## config.mk

```make
export PLATFORM = sky130hd
export DESIGN_NAME = ex_muldiv
export DESIGN_NICKNAME = d
export VERILOG_FILES = /design/src/rtl/ex_muldiv_pkg.sv /design/src/rtl/ex_muldiv_div_step.sv /design/src/rtl/ex_muldiv.sv
export SDC_FILE = /design/constraint.sdc
export NUM_CORES = 2
export LEC_CHECK = 0
export ABC_CLOCK_PERIOD_IN_PS = 10580
export CAP_MARGIN = 40
export CORE_ASPECT_RATIO = 1.5
export CORE_UTILIZATION = 65
export CTS_CLUSTER_SIZE = 8
export DETAILED_ROUTE_END_ITERATION = 16
export HOLD_SLACK_MARGIN = 0.12
export PLACE_DENSITY = 0.91
export SYNTH_ARGS = -nofsm -noshare
export SYNTH_HDL_FRONTEND = slang
export SYNTH_SLANG_ARGS = --single-unit
```

## constraint.sdc

```tcl
create_clock -name clk -period 10.58 [get_ports clk]
set_input_delay 2.116 -clock clk [delete_from_list [all_inputs] [get_ports clk]]
set_output_delay 2.116 -clock clk [all_outputs]
set_load 0.05 [all_outputs]
```

## src/rtl/ex_muldiv_pkg.sv

```systemverilog
// Shared encodings and helpers for the EX-stage multiply/divide unit.
package ex_muldiv_pkg;

    typedef enum logic [1:0] {
        OpMult  = 2'b00,
        OpMultu = 2'b01,
        OpDiv   = 2'b10,
        OpDivu  = 2'b11
    } mdOp_e;

    typedef enum logic [1:0] {
        StIdle = 2'b00,
        StMul  = 2'b01,
        StDiv  = 2'b10,
        StDone = 2'b11
    } mdState_e;

    // Quotient reported when the divisor is zero.
    localparam logic [31:0] DivZeroQuo = 32'hFFFF_FFFF;

    function automatic logic isSignedOp(input mdOp_e op);
        return (op == OpMult) || (op == OpDiv);
    endfunction

    // Magnitude of a value, treated as two's complement only when isSigned is set.
    function automatic logic [31:0] absVal(input logic [31:0] v, input logic isSigned);
        return (isSigned && v[31]) ? (~v + 32'd1) : v;
    endfunction

endpackage

```

## src/rtl/ex_muldiv_div_step.sv

```systemverilog
// One restoring-division step: shift the next dividend bit into the partial
// remainder and subtract the divisor when it fits.
module ex_muldiv_div_step (
    input  logic [31:0] remIn,
    input  logic [31:0] quoIn,
    input  logic [31:0] divisor,
    output logic [31:0] remOut,
    output logic [31:0] quoOut
);

    logic [32:0] shifted;
    logic [32:0] diff;

    // Trial subtraction; bit 32 of diff set means the divisor did not fit.
    always_comb begin
        shifted = {remIn, quoIn[31]};
        diff    = shifted - {1'b0, divisor};
        if (!diff[32]) begin
            remOut = diff[31:0];
            quoOut = {quoIn[30:0], 1'b1};
        end else begin
            remOut = shifted[31:0];
            quoOut = {quoIn[30:0], 1'b0};
        end
    end

endmodule

```

## src/rtl/ex_muldiv.sv

```systemverilog
// EX-stage multiply/divide unit with architectural HI/LO registers.
// MULT/MULTU finish in one cycle after the start edge; DIV/DIVU run 32
// restoring steps on magnitudes and fix the signs on the final step.
module ex_muldiv
    import ex_muldiv_pkg::*;
(
    input  logic        clk,
    input  logic        rst,
    input  logic        startE,
    input  logic [1:0]  mdOpE,
    input  logic [31:0] srcAE,
    input  logic [31:0] srcBE,
    input  logic        flushE,
    input  logic        hiWe,
    input  logic        loWe,
    input  logic [31:0] wdata,
    output logic        stallReq,
    output logic        done,
    output logic [31:0] hi,
    output logic [31:0] lo
);

    mdState_e    stateQ, stateD;
    logic [4:0]  cntQ, cntD;
    mdOp_e       opQ, opD;
    logic [31:0] rawAQ, rawAD;
    logic [31:0] rawBQ, rawBD;
    logic [31:0] remQ, remD;
    logic [31:0] quoQ, quoD;
    logic [31:0] divisorQ, divisorD;
    logic [31:0] hiQ, hiD;
    logic [31:0] loQ, loD;

    logic [31:0] stepRem, stepQuo;
    logic [31:0] quoFix, remFix;
    logic [63:0] mulA, mulB, product;
    logic        signedOp;
    logic        startOk;
    logic        startSigned;

    ex_muldiv_div_step divStep (
        .remIn   (remQ),
        .quoIn   (quoQ),
        .divisor (divisorQ),
        .remOut  (stepRem),
        .quoOut  (stepQuo)
    );

    // Datapath for the latched operation: product and sign-corrected division result.
    always_comb begin
        signedOp = isSignedOp(opQ);
        mulA     = {{32{signedOp & rawAQ[31]}}, rawAQ};
        mulB     = {{32{signedOp & rawBQ[31]}}, rawBQ};
        product  = mulA * mulB;
        quoFix   = (signedOp && (rawAQ[31] ^ rawBQ[31])) ? (~stepQuo + 32'd1) : stepQuo;
        remFix   = (signedOp && rawAQ[31]) ? (~stepRem + 32'd1) : stepRem;
    end

    // Next-state logic for FSM, counter, operands and HI/LO.
    always_comb begin
        stateD      = stateQ;
        cntD        = cntQ;
        opD         = opQ;
        rawAD       = rawAQ;
        rawBD       = rawBQ;
        remD        = remQ;
        quoD        = quoQ;
        divisorD    = divisorQ;
        hiD         = hiQ;
        loD         = loQ;
        startOk     = startE & ~flushE;
        startSigned = isSignedOp(mdOp_e'(mdOpE));

        unique case (stateQ)
            StIdle: begin
                if (startOk) begin
                    opD      = mdOp_e'(mdOpE);
                    rawAD    = srcAE;
                    rawBD    = srcBE;
                    cntD     = 5'd0;
                    remD     = 32'd0;
                    quoD     = absVal(srcAE, startSigned);
                    divisorD = absVal(srcBE, startSigned);
                    stateD   = mdOpE[1] ? StDiv : StMul;
                end else if (!startE) begin
                    if (hiWe) hiD = wdata;
                    if (loWe) loD = wdata;
                end
            end
            StMul: begin
                hiD    = product[63:32];
                loD    = product[31:0];
                stateD = StDone;
            end
            StDiv: begin
                if (divisorQ == 32'd0) begin
                    hiD    = rawAQ;
                    loD    = DivZeroQuo;
                    stateD = StDone;
                end else begin
                    remD = stepRem;
                    quoD = stepQuo;
                    cntD = cntQ + 5'd1;
                    if (cntQ == 5'd31) begin
                        hiD    = remFix;
                        loD    = quoFix;
                        stateD = StDone;
                    end
                end
            end
            StDone: begin
                stateD = StIdle;
            end
        endcase

        // A flush abandons whatever is in flight and never touches HI/LO.
        if (flushE) begin
            stateD = StIdle;
            hiD    = hiQ;
            loD    = loQ;
        end
    end

    // State register with synchronous reset.
    always_ff @(posedge clk) begin
        if (rst) begin
            stateQ   <= StIdle;
            cntQ     <= 5'd0;
            opQ      <= OpMult;
            rawAQ    <= 32'd0;
            rawBQ    <= 32'd0;
            remQ     <= 32'd0;
            quoQ     <= 32'd0;
            divisorQ <= 32'd0;
            hiQ      <= 32'd0;
            loQ      <= 32'd0;
        end else begin
            stateQ   <= stateD;
            cntQ     <= cntD;
            opQ      <= opD;
            rawAQ    <= rawAD;
            rawBQ    <= rawBD;
            remQ     <= remD;
            quoQ     <= quoD;
            divisorQ <= divisorD;
            hiQ      <= hiD;
            loQ      <= loD;
        end
    end

    // Outputs; stall covers the issuing cycle so the instruction holds in EX.
    always_comb begin
        done     = (stateQ == StDone);
        stallReq = (stateQ == StMul) || (stateQ == StDiv) ||
                   ((stateQ == StIdle) && startE && !flushE);
        hi       = hiQ;
        lo       = loQ;
    end

endmodule

```

==> results by group <==
Placed design
  – Pre-CTS WS: about 1.2 ns
  – Port buffer count: about 170
  – Post-DP HPWL: roughly 140,000 um
  – Routability cong.: around 1.1
  – Placed Instance Area: between 50,000 and 60,000 sq um
  – Placed Cells: ~7,300

Yosys
  – Largest family of logic cells by synthesized area: adder cells
  – Number of enable flip-flop cells after synthesis: 0
  – Synthesized area: roughly 53,000 sq um
  – Post-synthesis simple-gate area fraction: ~18%
  – Xor and xnor area share after synthesis: under 10%
  – Netlist cell types: between 80 and 90
  – Async SR Flop Fraction: 0%
  – FF+latch count, synth: 231
  – Mapped Cells: 6,300
  – Synth Area in Compound Gates: around a tenth
  – Syn_area_per_cell: approximately 8.4 sq um
  – Adder-cell share of the synthesized area: ~48%
  – Syn Nets: 7,785
  – Multiplexer area fraction after synthesis: less than 1%
  – Post-synthesis sequential area ratio: ~8.7%
  – Yosys warns: 0
  – Top_reg_cell synth: dfxtp_1

CTS
  – Max Root-Sink Buffers: 3
  – Post-CTS Setup Repair Bufs: 0
  – CTS H-tree depth: 2
  – Root buffer cell: clkbuf_16
  – Latest clock arrival within the worst-skew pair: 0.60 ns
  – Clk sinks: roughly 230
  – Hold Buf Count CTS: 0
  – Post-CTS Resized: 0
  – TritonCTS clock tree: built
  – Num CTS Buffers: 35
  – Worst-path clk slew: 0.06 ns

STA
  – RSZ-0062 raised after global routing: false
  – Max_slew headroom: about 32%
  – Crit share post-route: 92.0%
  – Worst Skew: 0.0387 ns
  – Max-slew violation count: 0
  – Hold Slack: 0.455 ns
  – Worst-Margin Slew: ~1 ns
  – Fin. Hold Viols: 0
  – Max Freq: between 100 and 150 MHz
  – Min Tclk post-route: between 9 and 10 ns
  – Final setup fails: 0
  – PnR worst setup slack: ~0.85 ns
  – Setup Total Neg Slack: 0 ns

Setup path
  – Worst path buffer plus inverter count: 8
  – Slowest stage delay, CP: around 0.88 ns
  – CP max-delay cell: fa_1
  – Crit path depth: 29
  – Crit Path Category: reg2reg
  – Reg2Reg Depth: 29
  – Worst setup path end: hi[22]
  – Setup crit end kind: flip-flop
  – Most frequent CP cell: fa_1
  – RR Startpoint: opQ[0]
  – CP Launch Point: opQ[0]
  – Worst r2r dst: hi[22]
  – FF-to-FF setup slack: 0.85 ns
  – Worst Path Arrival: roughly 10 ns
  – Worst Path Max Fanout: 16
  – Critical Path RT: between 10 and 15 ns
  – CP delay by family, top: adder cells
  – CP Launch Type: flip-flop

Floorplan
  – Core area: 81,000 sq um
  – Die area: slightly above 80,000 sq um
  – Rows: around 130
  – Die span in x: ~240 um
  – Die Ht: 352 um
  – Starting Density: approximately two thirds
  – I/O pin cnt: 170

Detailed routing
  – DR WL/cell: 23.7 um
  – Detailed-route via count: about 46,000
  – Routed wire length: between 150,000 and 200,000 um
  – Drt pass-1 iters: 7
  – DR vias/cell: around 6.3
  – DRT iter0 DRCs: 5,166
  – Final antenna-violating net count: 0
  – # DRC: 0

Finish
  – Layout cells sized above 1: under 10%
  – Multi-input logic area: 42,600 sq um
  – Design area: between 50,000 and 60,000 sq um
  – Non-filler instance count after layout: roughly 7,300
  – Reg area: between 4000 and 5000 sq um
  – Most frequent cells in the layout: 1,188 x inv_1, 1,126 x fa_1, 1,067 x nand2_1
  – # fillers: 5,825
  – Fin util: approximately 70%
  – Most common cell after layout, fill and taps aside: inv_1
  – Final #Nets: approximately 7,700
  – Layout Area Growth over Synthesis: 7.42%

Status
  – Status: finished clean

GRT
  – Vias in the first global route: slightly below 50,000
  – First-pass GRT wire length: 273,000 um
  – Total track usage: 43.0%
  – Global route overflow: 0
  – Largest net degree at the start of global routing: 144
  – Initial antenna violation count: 9

Run
  – Max-cap violation count: 0

Worst hold path
  – Min-Delay Path Class: reg2reg
  – Hold depth: 2

Pwr
  – Total Power: ~3.9 mW
  – Peak supply drop: between 100 and 150 uV
  – Leak: 26.6 nW
  – Power density over cell area: 68.3 nW/um^2
[worst min-delay path, stage by stage (launching register included)]
cell and delay (ns):
dfxtp_1 0.30, nand2_1 0.05, a21oi_1 0.05
[logic make-up after synthesis]
family                   Yosys count
buffers and inverters           1583
AO/OA/AOI/OAI                    839
multiplexers                      41
adder cells (fa/ha/maj)         1381
XOR/XNOR                         187
AND/OR/NAND/NOR                 2038
flip-flops                       231
[worst min-delay path by stage]
stage / startpoint / to / slack, ns
2_1_floorplan: quoQ[12] / quoQ[12] / 0.46
3_3_place_gp: lo[19] / lo[19] / 0.45
3_5_place_dp: rawAQ[1] / rawAQ[1] / 0.45
4_1_cts: rawAQ[1] / rawAQ[1] / 0.46
5_1_grt: lo[25] / lo[25] / 0.48
6_report: rawAQ[1] / rawAQ[1] / 0.46
[layer usage]
metal  vias up  wire [um]  track usage, %
li1      19200          -               -
met1     22500      55700            48.6
met2      3188      81800            70.0
met3       989      19000            10.6
met4        12      16300            33.6
met5         -         85               0
[area by class of cell]
cell class | count | area share, %
repair buffers | 312 | 5.48
multi-input cells | 4486 | 74.6
flip-flops and latches | 231 | 8.10
clock inverters | 5 | 0.156
clock buffers | 36 | 1.54
inverters | 1190 | 7.83
diodes | 3 | 0.0131
well taps | 1040 | 2.28
[registers in the layout, indices dropped and copies added (netlist names)]
signal    flops
opQ           1
remQ         32
hi           32
quoQ         32
stateQ        2
rawBQ        32
lo           32
divisorQ     31
rawAQ        32
cntQ          5
[cells in the mapped netlist (all sizes together) (14+ instances only)]
library cell / count / share of area (%)
a2111oi: 14 / 0.27
a211oi: 45 / 0.64
a21o: 43 / 0.61
a21oi: 318 / 3.0
a221oi: 44 / 0.72
a22oi: 19 / 0.28
a31oi: 31 / 0.36
and2: 382 / 4.5
and3: 20 / 0.24
buf: 18 / 0.16
clkbuf: 375 / 2.6
dfxtp: 231 / 8.7
fa: 1126 / 42
ha: 255 / 6.0
inv: 1189 / 8.4
mux2i: 30 / 0.56
nand2: 1067 / 7.5
nand2b: 27 / 0.32
nand3: 38 / 0.36
nand4: 21 / 0.25
nor2: 291 / 2.1
nor2b: 16 / 0.19
nor3: 43 / 0.41
nor4: 27 / 0.32
o211ai: 29 / 0.44
o21a: 17 / 0.25
o21ai: 135 / 1.3
o31ai: 28 / 0.41
o41ai: 18 / 0.30
or2: 19 / 0.22
or3: 45 / 0.53
xnor2: 116 / 1.9
xor2: 71 / 1.2
[power breakdown]
group          leakage (nW)  internal, mW  switching [mW]
Clock                 0.466         0.596           0.492
Combinational          24.3         0.638            1.18
Sequential             1.88         0.917          0.0780
Total                  26.6          2.15            1.75
No activity file was read; power rests on OpenSTA's default activity.
